--- config.mk ---
export PLATFORM = sky130hd
export DESIGN_NAME = perip_bus_ctrl
export DESIGN_NICKNAME = d
export VERILOG_FILES = /design/src/rtl/perip_bus_ctrl.sv
export SDC_FILE = /design/constraint.sdc
export NUM_CORES = 1
export LEC_CHECK = 0
export ABC_AREA = 0
export CAP_MARGIN = 20
export CORE_ASPECT_RATIO = 1.1
export CORE_MARGIN = 2
export CORE_UTILIZATION = 37
export CTS_CLUSTER_SIZE = 30
export DETAILED_ROUTE_END_ITERATION = 7
export PLACE_DENSITY = 0.75
export SYNTH_ARGS = -nofsm -noshare
export SYNTH_HDL_FRONTEND = slang
export SYNTH_SLANG_ARGS = --single-unit
--- constraint.sdc ---
create_clock -name i_clk -period 1.7 [get_ports i_clk]
set_input_delay 0.34 -clock i_clk [delete_from_list [all_inputs] [get_ports i_clk]]
set_output_delay 0.34 -clock i_clk [all_outputs]
set_load 0.03 [all_outputs]
--- src/rtl/perip_bus_ctrl.sv ---
// Peripheral bus controller: decodes the CPU peripheral address into four
// 64-byte slots, stretches each access by a per-region wait count, returns read data.
module perip_bus_ctrl #(
  parameter int unsigned WAIT_R0 = 0,
  parameter int unsigned WAIT_R1 = 1,
  parameter int unsigned WAIT_R2 = 2,
  parameter int unsigned WAIT_R3 = 3
) (
  input  logic        i_clk,
  input  logic        i_rst,
  input  logic [7:0]  i_cpuAddr,
  input  logic [7:0]  i_cpuWrData,
  input  logic        i_cpuWrSig,
  input  logic        i_cpuRdSig,
  output logic [7:0]  o_cpuRdData,
  output logic        o_cpuReady,
  output logic        o_busErr,
  output logic [3:0]  o_peripSel,
  output logic [5:0]  o_peripAddr,
  output logic [7:0]  o_peripWrData,
  output logic        o_peripWrSig,
  output logic        o_peripRdSig,
  input  logic [31:0] i_peripRdData
);

  typedef enum logic [1:0] {S_IDLE, S_ACCESS, S_DONE} state_t;

  state_t      r_state, w_state_nxt;
  logic [3:0]  r_cnt, w_cnt_nxt;
  logic [1:0]  r_region, w_region_nxt;
  logic [7:0]  r_cpuRdData, w_cpuRdData_nxt;
  logic        r_cpuReady, w_cpuReady_nxt;
  logic        r_busErr, w_busErr_nxt;
  logic [3:0]  r_peripSel, w_peripSel_nxt;
  logic [5:0]  r_peripAddr, w_peripAddr_nxt;
  logic [7:0]  r_peripWrData, w_peripWrData_nxt;
  logic        r_peripWrSig, w_peripWrSig_nxt;
  logic        r_peripRdSig, w_peripRdSig_nxt;
  logic [3:0]  w_wait;

  always_comb begin
    w_wait = 4'(WAIT_R0);
    case (i_cpuAddr[7:6])
      2'd0: w_wait = 4'(WAIT_R0);
      2'd1: w_wait = 4'(WAIT_R1);
      2'd2: w_wait = 4'(WAIT_R2);
      2'd3: w_wait = 4'(WAIT_R3);
      default: w_wait = 4'(WAIT_R0);
    endcase
  end

  always_comb begin
    w_state_nxt       = r_state;
    w_cnt_nxt         = r_cnt;
    w_region_nxt      = r_region;
    w_cpuRdData_nxt   = r_cpuRdData;
    w_cpuReady_nxt    = 1'b0;
    w_busErr_nxt      = 1'b0;
    w_peripSel_nxt    = r_peripSel;
    w_peripAddr_nxt   = r_peripAddr;
    w_peripWrData_nxt = r_peripWrData;
    w_peripWrSig_nxt  = r_peripWrSig;
    w_peripRdSig_nxt  = r_peripRdSig;
    case (r_state)
      S_IDLE: begin
        if (i_cpuRdSig && i_cpuWrSig) begin
          w_busErr_nxt   = 1'b1;
          w_cpuReady_nxt = 1'b1;
          w_state_nxt    = S_DONE;
        end else if (i_cpuRdSig || i_cpuWrSig) begin
          w_region_nxt      = i_cpuAddr[7:6];
          w_cnt_nxt         = w_wait;
          w_peripSel_nxt    = 4'b0001 << i_cpuAddr[7:6];
          w_peripAddr_nxt   = i_cpuAddr[5:0];
          w_peripWrData_nxt = i_cpuWrData;
          w_peripRdSig_nxt  = i_cpuRdSig;
          w_peripWrSig_nxt  = i_cpuWrSig;
          w_state_nxt       = S_ACCESS;
        end
      end
      S_ACCESS: begin
        if (r_cnt != 4'd0) begin
          w_cnt_nxt = r_cnt - 4'd1;
        end else begin
          // The read strobe doubles as the captured access kind.
          if (r_peripRdSig)
            w_cpuRdData_nxt = i_peripRdData[{r_region, 3'b000} +: 8];
          w_peripSel_nxt   = 4'b0000;
          w_peripRdSig_nxt = 1'b0;
          w_peripWrSig_nxt = 1'b0;
          w_cpuReady_nxt   = 1'b1;
          w_state_nxt      = S_DONE;
        end
      end
      S_DONE: begin
        if (!i_cpuRdSig && !i_cpuWrSig)
          w_state_nxt = S_IDLE;
      end
      default: w_state_nxt = S_IDLE;
    endcase
  end

  always_ff @(posedge i_clk or posedge i_rst) begin
    if (i_rst) begin
      r_state       <= S_IDLE;
      r_cnt         <= 4'd0;
      r_region      <= 2'd0;
      r_cpuRdData   <= 8'h00;
      r_cpuReady    <= 1'b0;
      r_busErr      <= 1'b0;
      r_peripSel    <= 4'b0000;
      r_peripAddr   <= 6'd0;
      r_peripWrData <= 8'h00;
      r_peripWrSig  <= 1'b0;
      r_peripRdSig  <= 1'b0;
    end else begin
      r_state       <= w_state_nxt;
      r_cnt         <= w_cnt_nxt;
      r_region      <= w_region_nxt;
      r_cpuRdData   <= w_cpuRdData_nxt;
      r_cpuReady    <= w_cpuReady_nxt;
      r_busErr      <= w_busErr_nxt;
      r_peripSel    <= w_peripSel_nxt;
      r_peripAddr   <= w_peripAddr_nxt;
      r_peripWrData <= w_peripWrData_nxt;
      r_peripWrSig  <= w_peripWrSig_nxt;
      r_peripRdSig  <= w_peripRdSig_nxt;
    end
  end

  assign o_cpuRdData   = r_cpuRdData;
  assign o_cpuReady    = r_cpuReady;
  assign o_busErr      = r_busErr;
  assign o_peripSel    = r_peripSel;
  assign o_peripAddr   = r_peripAddr;
  assign o_peripWrData = r_peripWrData;
  assign o_peripWrSig  = r_peripWrSig;
  assign o_peripRdSig  = r_peripRdSig;

endmodule

Word-level counts from Yosys, hierarchy flattened. Cells that the tools add are included.

Bits in registers: 38. Input bits: 52. Output and inout port bits: 30. Word-level logic and storage cells: 66.

Add/sub/neg operators: 1. Eq/ne operators: 11. Shift-type cells: 2. Mux-type cells: 25. Bitwise gates (word level): 2. Reduce and logical (&&, ||, !) cells: 14.

Operator list (count): $shiftx 32x6->8 (1); $mux 4 (6); $pmux 4 s2 (2); $pmux 4 s4 (1); $ne 2x2->1 const B (5); $reduce_and 3->1 (3); $mux 1 (8); $mux 2 (4); $reduce_and 4->1 (2); $eq 2x2->1 const B (3); $pmux 1 s2 (3); $pmux 2 s3 (1); $eq 2x1->1 const B (2); $logic_not 2->1 (2); $reduce_bool 4->1 (1); $shl 1x2->4 const A (1); $sub 4x1->4 const B (1); $ne 3x3->1 const B (1); $logic_and 1x1->1 (2); $logic_not 1->1 (2); $not 1->1 (2); $reduce_bool 2->1 (1); $logic_or 1x1->1 (1).

Logic depth before layout (Yosys ltp). Gate-level depths: netlist of run 1.

Word-level depth: 5. Mapped depth: 6. Gate-level depth less buffers: 5.

Worst setup path before layout of run 1. Ideal clock, no wire load.

Kind: register to register. From: reg r_cnt[0]. To: reg r_cpuRdData[0], in the netlist o_cpuRdData[0]. Arrival time: 1654 ps. Required time: 1575 ps. Slack: -79 ps. Stages on the path, launching flop included: 6. Period minus slack after synthesis: 1779 ps. Path through: dfrtp_1 inv_1 ha_1 nor3b_1 nand3_2 mux2_2.

Cells in the longest elaborated chain, start to end: 3.

RTL lines: start, declared (RTL line 29) `logic [3:0] r_cnt, w_cnt_nxt;`; start signal, assigned (RTL line 118) `r_cnt <= w_cnt_nxt;`; $reduce_bool 4->1 (RTL line 82) `if (r_cnt != 4'd0) begin`; $not 1->1 (no line); $reduce_and 3->1 (no line); end signal, assigned (RTL line 120) `r_cpuRdData <= w_cpuRdData_nxt;`; end, declared (RTL line 31) `logic [7:0] r_cpuRdData, w_cpuRdData_nxt;`.

No other way between the ends. A chain may end at the register's enable or synchronous reset.

Worst setup path after layout of run 1.
From: reg r_peripSel[0], in the netlist o_peripSel[0]. To: out o_peripSel[0].

RTL lines: start, declared (RTL line 34) `logic [3:0] r_peripSel, w_peripSel_nxt;`; start signal, assigned (RTL line 123) `r_peripSel <= w_peripSel_nxt;`; end, declared (RTL line 18) `output logic [3:0] o_peripSel,`.

No word-level cell between the ends.

==> impl_metrics.toml, run 1 <==
[floorplanning]
die_x_um = 71.0
initial_core_util = 0.388
rows = 26
die_y_um = 77.7
die_area_sq_um = 5520
pin_count = 82
core_sq_um = 4720

[clocking]
cts_tree = "built"
clock-sinks = 38
clock_latency_ns = 0.29
clk_pin_slew_ns = 0.07
cts_max_level = 2
cts_inserted_buffers = 5
cts_buffer_depth = 2
root_buffer = "clkbuf_8"

[logic_synthesis]
synth_ff_type = "dfrtp_1"
seq_area_frac_synth = 0.520
synthArstFlopShare = 1.00
yosys.area.top_type = "dfrtp_1"
synthCells = 130
yosys-top-cells-area = "dfrtp_1, mux2_2, mux4_2"
synth_area_sq_um = 1830
synth-edff-count = 0
synth_top_area_frac = 0.520
synth-seq-cells = 38
syn-num-nets = 186
synth_warnings = 0
avgSynthCellArea_sq_um = 14.1
ys_types = 34

[power]
peakVddDrop_v = 0.000863
total_power_mw = 5.54
p_leak_nw = 1.34
power_density_nw_per_um2 = 1850

[cells_and_area]
final_cell_mix = "clkdlybuf4s50_1, dfrtp_1, mux2_2, buf_4, inv_1"
layoutNonFillerInstCount = 287
mostFrequentLayoutCell = "clkdlybuf4s50_1"
area_growth_pct = 64.1
fin_nets = 286
final_area_sq_um = 3000
antenna_cells = 0
drive_above_1_share = 0.333

[grt]
grt-ovfl-total = 0
grt_antenna_before_repair = 0
grt_pass1_vias = 1449
gr-usage-all-layers = 0.162
grt_pass1_wl_um = 7020
grt_max_degree = 26

[sta]
timing.fmax_mhz = 605
worst_hold_slack_ns = 0.292
setup_ws_ns = 0.0467
setup_viol = 0
max_slew_margin = 0.742
period_share = 0.973
period_minus_slack_ns = 1.65
grt_setup_unrepaired = "no"
maxSlewViolCount = 0
finalClockSkew_ns = 0.00557
worst_pin_slew_ns = 0.388
final-hold-violation-count = 0

[routing]
wl_per_cell_um = 14.9
finalWirelength_um = 4270
dr.pass1.iters = 4
drtAntennaViolNets = 0
post-route-drc-count = 0
vias_per_cell = 4.94
drt_iter0_drc = 30
vias = 1417

[worst_setup_path]
path_max_fanout = 2
arrival_ns = 1.31
crit_family = "buffers and inverters"
critical_path_class = "register to output port"
cp-end-kind = "output port"
crit_buf_inv = 1
r2r_cells = 6
critPathLaunchType = "register"
path_cells = "clkdlybuf4s50_1"
crit_slowest_cell = "clkdlybuf4s50_1"
crit_required_ns = 1.36
cpPeakStageDelay_ns = 0.68
path_depth = 1

[placement]
dp.cells = 278
io_buffer_count = 81
placed_area_sq_um = 2840
gp_congestion = 0.801
dp_slack_ns = -0.590
dp_hpwl_um = 3310

[min_path]
whs_path_depth = 3
worstHoldPathType = "input port to register"

[status]
status = "complete, no violations"

[flow_run]
cap_viol_max_count = 0
## stage by stage
stage          TNS [ns]   util
5_1_grt               0  0.636
2_1_floorplan         0      -
6_report              0  0.636
4_1_cts               0  0.633
3_3_place_gp      -8.91  0.602
3_5_place_dp      -9.33  0.602
## repair_timing
| item | CTS | global route |
|---|---|---|
| gates resized for setup | 13 | 12 |
| cloned | 0 | 0 |
| setup buffers | 1 | 0 |
| pin swaps | 3 | 2 |
| endpoints found under the setup margin | 19 | 18 |
| hold buffers | 0 | 0 |
## where the power goes
part	total, mW	internal, mW	switching (mW)
Combinational	3.24	1.72	1.52
Sequential	1.67	1.35	0.323
Clock	0.629	0.327	0.302
## final timing paths
check,end,from,slack (ns)
max reg2reg,o_peripSel[1]$_DFFE_PP0P_,r_cnt[0]$_DFFE_PP0P_,0.05
max,o_peripSel[0],o_peripSel[0]$_DFFE_PP0P_,0.05
max in group asynchronous,r_region[0]$_DFFE_PP0P_,i_rst,1.00
min,o_peripRdSig$_DFFE_PP0P_,i_cpuRdSig,0.29
min reg2reg,o_peripWrData[2]$_DFFE_PP0P_,o_peripWrData[2]$_DFFE_PP0P_,0.50
min in group asynchronous,o_cpuRdData[4]$_DFFE_PP0P_,i_rst,0.37
## flip-flops by register name, indices dropped and copies added, names as in the netlist
name	cells
o_cpuRdData	8
o_peripWrData	8
o_peripAddr	6
o_peripSel	4
r_cnt	4
r_region	2
r_state	2
o_busErr	1
o_cpuReady	1
o_peripRdSig	1
o_peripWrSig	1
## area by class of cell
| cell class | instances | area, sq um |
|---|---|---|
| tap | 56 | 70.1 |
| timing repair buffer | 99 | 963 |
| clock inverter | 1 | 5.00 |
| multi-input combinational | 75 | 881 |
| fill | 370 | 1720 |
| sequential | 38 | 952 |
| clock buffer | 7 | 86.3 |
| inverter | 11 | 41.3 |
## cells in the mapped netlist (2+ instances only)
master,n
dfrtp_1,38
mux2_2,29
inv_1,11
mux4_2,8
ha_1,4
buf_2,3
nand2_1,3
nor2_1,3
nor3_1,3
nor3b_1,3
o22ai_1,2
## kinds of logic (layout without fill, tap and decap cells)
group / count (synthesis) / after routing / share of synthesized area
AOI/OAI and AO/OA: 9 / 9 / 0.0472
adders and majority gates: 4 / 4 / 0.0274
buffers and inverters: 17 / 118 / 0.0376
DFF: 38 / 38 / 0.520
muxes: 39 / 39 / 0.291
and+or+nand+nor: 23 / 23 / 0.0767
## worst reg2reg max path, stage by stage, from the launching register on
cell and delay (ns):
dfrtp_1 0.38, inv_1 0.12, ha_4 0.18, nand4bb_4 0.12, a221oi_4 0.26, buf_6 0.16, mux2_2 0.33
## metal layers
metal	vias to the layer above	global-route usage	wire, um
met4	0	0.0491	49
met3	5	0.0571	366
met1	683	0.196	1700
met5	-	0	0
li1	676	-	-
met2	53	0.272	2160
Power figures use the tool's default switching activity.
==> run 2: changes to the inputs <==
Settings changed: CORE_MARGIN 2 to 1.
Clock period 1.7 ns to 1.3 ns, I/O delays scaled along.
==> run 2 against run 1 <==
Effect of this change: the run now ends with setup timing left; global-route usage grew 5.0 points; sequential power is 31% higher; non-clock buffer count is 18 higher; total power up 52%; critical path depth is 5 higher; sequential share of layout area shrank 2.7 points; critical path type is now register to register.
==> impl_metrics.toml, run 2 (same netlist as run 1, synthesis figures left out) <==
[clocking]
cts_buffer_depth = 2
cts_max_level = 2
cts_tree = "built"
hold_buffers = 0
clock-sinks = 38
cts_inserted_buffers = 5
root_buffer = "clkbuf_8"
clk_pin_slew_ns = 0.07
clock_latency_ns = 0.29

[grt]
grt_pass1_vias = 1673
grt_antenna_before_repair = 0
grt-ovfl-total = 0
grt_max_degree = 21
grt_pass1_wl_um = 8230
gr-usage-all-layers = 0.212

[worst_setup_path]
cpPeakStageDelay_ns = 0.40
arrival_ns = 1.83
critical_path_class = "register to register"
path_cells = "inv_2, ha_4, nand4bb_4, a221oi_4, buf_6, mux2_4"
cp-end-kind = "register"
crit_required_ns = 1.47
path_max_fanout = 4
critPathLaunchType = "register"
crit_slowest_cell = "dfrtp_1"

[sta]
finalClockSkew_ns = 0.00204
grt_setup_unrepaired = "yes"
max_slew_margin = 0.745
period_share = 1.27
setup_viol = 37
period_minus_slack_ns = 1.66
maxSlewViolCount = 0
worst_pin_slew_ns = 0.383
final-hold-violation-count = 0
setup_ws_ns = -0.357
timing.fmax_mhz = 603

[placement]
gp_congestion = 0.825
dp_hpwl_um = 3860
io_buffer_count = 81
dp.cells = 289

[routing]
dr.pass1.iters = 4
drt_iter0_drc = 60
vias_per_cell = 5.08
post-route-drc-count = 0
drtAntennaViolNets = 0
vias = 1549
finalWirelength_um = 5530
wl_per_cell_um = 18.1

[flow_run]
cap_viol_max_count = 0

[status]
status = "finished, violations left"
violations = "setup timing"

[cells_and_area]
final-seq-area_sq_um = 952
multi_input_area_sq_um = 1050
antenna_cells = 0
n_fill_cell = 330
fin_nets = 304
layoutNonFillerInstCount = 305
final_cell_mix = "clkdlybuf4s50_1, dfrtp_1, buf_4, mux2_4, clkbuf_2"
drive_above_1_share = 0.538
area_growth_pct = 79.1
fin_util = 0.699
mostFrequentLayoutCell = "clkdlybuf4s50_1"

[floorplanning]
die_x_um = 69.0
rows = 26
core_sq_um = 4680
pin_count = 82
initial_core_util = 0.390
die_area_sq_um = 5230
die_y_um = 75.7

[power]
power_density_nw_per_um2 = 2570
p_leak_nw = 1.54
peakVddDrop_v = 0.00144

[min_path]
worstHoldPathType = "input port to async pin"
run 2: cell count changes in the layout (fill, tap and decap cells not counted), sizes merged:
| cell | previous run | this run |
|---|---|---|
| dlymetal6s2s | 5 | 0 |
| buf | 18 | 45 |
| clkbuf | 9 | 24 |
| clkdlybuf4s50 | 73 | 49 |
| clkdlybuf4s15 | 0 | 5 |
run 2: repair_timing:
item / in CTS / in global routing
pin swaps: 5 / 7
resized for setup: 59 / 56
gates cloned: 1 / 0
setup buffers: 5 / 4
setup endpoints to repair: 59 / 55
run 2: critical path, delay by kind of cell, from the launching register on:
kind	cells	cell delay, ns
DFF	1	0.40
AOI/OAI and AO/OA	1	0.30
muxes	1	0.30
buffers and inverters	2	0.25
adders and majority gates	1	0.16
and+or+nand+nor	1	0.13
run 2: where the power goes:
part / leakage (nW) / internal, mW / switching [mW] / total, mW
combinational: 1.03 / 2.84 / 2.54 / 5.39
sequential: 0.460 / 1.77 / 0.423 / 2.19
clock: 0.0482 / 0.428 / 0.402 / 0.829
total: 1.54 / 5.04 / 3.37 / 8.41
run 2: per-layer routing:
| layer | up-vias | track usage | wire [um] |
|---|---|---|---|
| met5 | - | 0 | 0 |
| met4 | 0 | 0.132 | 178 |
| met3 | 15 | 0.0516 | 273 |
| met2 | 53 | 0.399 | 3130 |
| met1 | 777 | 0.217 | 1960 |
| li1 | 704 | - | - |
run 2: cell type report:
type                    instances  area share
clock inverters                 1     0.00153
multi-input cells              75       0.320
well taps                      56      0.0214
flip-flops and latches         38       0.291
inverters                      11      0.0180
repair buffers                117       0.322
clock buffers                   7      0.0264
run 2: stage by stage:
step	instance area (sq um)	power [mW]	setup TNS (ns)	setup WS, ns	hold WS, ns
global route	3270	8.84	-8.99	-0.411	0.343
detailed placement	3000	6.88	-24.55	-1.01	0.497
CTS	3220	8.00	-7.07	-0.346	0.326
global placement	3000	6.68	-22.97	-0.941	0.488
finish	3270	8.41	-7.67	-0.357	0.322
floorplan	1950	4.93	-4.88	-0.324	0.386
run 2: path summary, 6_finish.rpt:
check | from | end | slack (ns) | depth (start not counted)
max | r_cnt[1]$_DFFE_PP0P_ | o_peripSel[1]$_DFFE_PP0P_ | -0.36 | 6
min | i_rst | o_cpuRdData[6]$_DFFE_PP0P_ | 0.32 | 3
max reg2reg | r_cnt[1]$_DFFE_PP0P_ | o_peripSel[1]$_DFFE_PP0P_ | -0.36 | 6
min reg2reg | o_cpuRdData[4]$_DFFE_PP0P_ | o_cpuRdData[4]$_DFFE_PP0P_ | 0.52 | 1
max in group asynchronous | i_rst | r_state[0]$_DFFE_PP0P_ | 0.76 | 3
min in group i_clk | i_cpuWrSig | o_peripWrSig$_DFFE_PP0P_ | 0.35 | 4
==> run 3: changes to the inputs <==
Settings changed: ABC_AREA 0 to not set, PLACE_DENSITY 0.75 to 0.73.
==> run 3 against run 2 <==
Effect of this change: the flow still finishes with violations (setup timing); die area is the same; first-iteration DRC count shrank 40%; flip-flop and latch count is the same; clock skew grew 0.0040 ns; count of clock-buffer cells in the layout shrank 1; wire length shrank 10%; hold slack lost 0.0040 ns; maximum frequency grew 1.8%; combinational power shrank 9.1%; critical endpoint is now o_peripSel[0]$_DFFE_PP0P_; largest power group unchanged.
==> impl_metrics.toml, run 3 (same netlist as run 1, synthesis figures left out) <==
[cells_and_area]
antenna_cells = 0
drive_above_1_share = 0.539
fin_util = 0.675
mostFrequentLayoutCell = "clkdlybuf4s50_1"
fin_nets = 298
final_cell_mix = "clkdlybuf4s50_1, dfrtp_1, buf_4, mux2_4, clkbuf_2"
area_growth_pct = 72.9

[grt]
grt_antenna_before_repair = 0
grt_max_degree = 39
gr-usage-all-layers = 0.193
grt_pass1_wl_um = 7650
grt-ovfl-total = 0
grt_pass1_vias = 1585

[floorplanning]
die_area_sq_um = 5230
pin_count = 82
die_y_um = 75.7
core_sq_um = 4680
rows = 26
initial_core_util = 0.390
die_x_um = 69.0

[sta]
worst_pin_slew_ns = 0.404
max_slew_margin = 0.731
timing.fmax_mhz = 614
period_minus_slack_ns = 1.63
worst_hold_slack_ns = 0.318
maxSlewViolCount = 0
period_share = 1.25
finalClockSkew_ns = 0.00601
setup_ws_ns = -0.328
grt_setup_unrepaired = "yes"
final-hold-violation-count = 0
setup_viol = 37

[worst_setup_path]
critical_path_class = "register to register"
r2r-end = "o_peripSel[0]$_DFFE_PP0P_"
critPathLaunchType = "register"
reg2reg_from = "r_cnt[0]$_DFFE_PP0P_"
regToRegSetupSlack_ns = -0.33
crit_slowest_cell = "dfrtp_1"
crit_buf_inv = 2
cpPeakStageDelay_ns = 0.40
arrival_ns = 1.81
cp-end-kind = "register"
crit_family = "flip-flops"
path_max_fanout = 4
r2r_cells = 6
path_cells = "inv_2, ha_4, nand4bb_4, a221oi_4, buf_6, mux2_4"
crit_required_ns = 1.48

[routing]
dr.pass1.iters = 3
wl_per_cell_um = 16.7
drt_iter0_drc = 36
post-route-drc-count = 0
vias_per_cell = 5.03
finalWirelength_um = 4980
drtAntennaViolNets = 0
vias = 1505

[clocking]
cts_tree = "built"
clock_latency_ns = 0.29
clk_pin_slew_ns = 0.08
cts_buffer_depth = 2
cts_max_level = 2
root_buffer = "clkbuf_8"
clock-sinks = 38
hold_buffers = 0
cts_inserted_buffers = 5

[placement]
dp_hpwl_um = 3570
io_buffer_count = 81
dp_slack_ns = -1.02
gp_congestion = 0.819

[status]
violations = "setup timing"
status = "finished, violations left"

[flow_run]
cap_viol_max_count = 0

[power]
peakVddDrop_v = 0.00151
power_density_nw_per_um2 = 2520
p_leak_nw = 1.45

[min_path]
worstHoldPathType = "input port to async pin"
[run 3: cell count changes in the layout (fill, tap and decap cells not counted), moves of 2 or more]
cell,delta
mux2_2,+9
mux2_4,-9
buf_4,-6
buf_6,-3
clkbuf_2,+3
clkdlybuf4s15_1,-2
clkdlybuf4s15_2,+2
[run 3: power by group]
part           internal, mW  total [mW]  leakage [nW]  switching [mW]
clock                 0.426       0.851        0.0472           0.425
sequential             1.77        2.20         0.459           0.430
combinational          2.55        4.90         0.945            2.35
total                  4.75        7.95          1.45            3.20
[run 3: cell type report]
type	count	area, sq um
Tap cell	56	70.1
Clock buffer	6	82.6
Timing Repair Buffer	111	986
Sequential cell	38	953
Multi-Input combinational cell	75	997
Inverter	11	58.8
Fill cell	328	1520
Clock inverter	2	12.5
[run 3: worst max path at each step]
stage                                      endpoint            startpoint  slack, ns  depth (start not counted)
final                     o_peripSel[0]$_DFFE_PP0P_  r_cnt[0]$_DFFE_PP0P_      -0.33                          6
after floorplan                r_cnt[2]$_DFFE_PP0P_            i_cpuRdSig      -0.32                          6
after global routing      o_peripSel[0]$_DFFE_PP0P_  r_cnt[0]$_DFFE_PP0P_      -0.37                          6
after CTS                 o_peripSel[0]$_DFFE_PP0P_  r_cnt[0]$_DFFE_PP0P_      -0.29                          6
after global placement         r_cnt[2]$_DFFE_PP0P_            i_cpuRdSig      -0.94                          6
after detailed placement  o_peripSel[1]$_DFFE_PP0P_            i_cpuRdSig      -1.02                          6
[run 3: worst register-to-register path: cells and delay by family (launching register included)]
kind            cells  cell delay, ns
compound gates      1            0.27
fa+ha+maj           1            0.16
buf+inv             2            0.27
flops               1            0.40
mux                 1            0.29
simple gates        1            0.12
[run 3: routing by layer]
metal	vias up	routed length [um]	track usage
li1	695	-	-
met1	752	2020	0.222
met2	46	2640	0.352
met3	12	214	0.0423
met4	0	104	0.0839
met5	-	0	0
[run 3: repair_timing]
item                       CTS  global route
cloned                       1             0
gates resized for setup     66            44
pin swaps                    3             3
hold endpoints to repair     0             0
setup buffers                8             2
setup endpoints to repair   60            57
[run 3: metrics by stage]
stage / instance area [sq um] / cells / setup TNS (ns) / total power, mW
finish: 3160 / 299 / -6.31 / 7.95
global route: 3160 / 299 / -7.59 / 8.37
CTS: 3210 / 300 / -7.12 / 7.92
detailed placement: 2970 / 284 / -24.58 / 6.76
global placement: 2970 / 284 / -22.78 / 6.61
floorplan: 1950 / 130 / -4.88 / 4.93
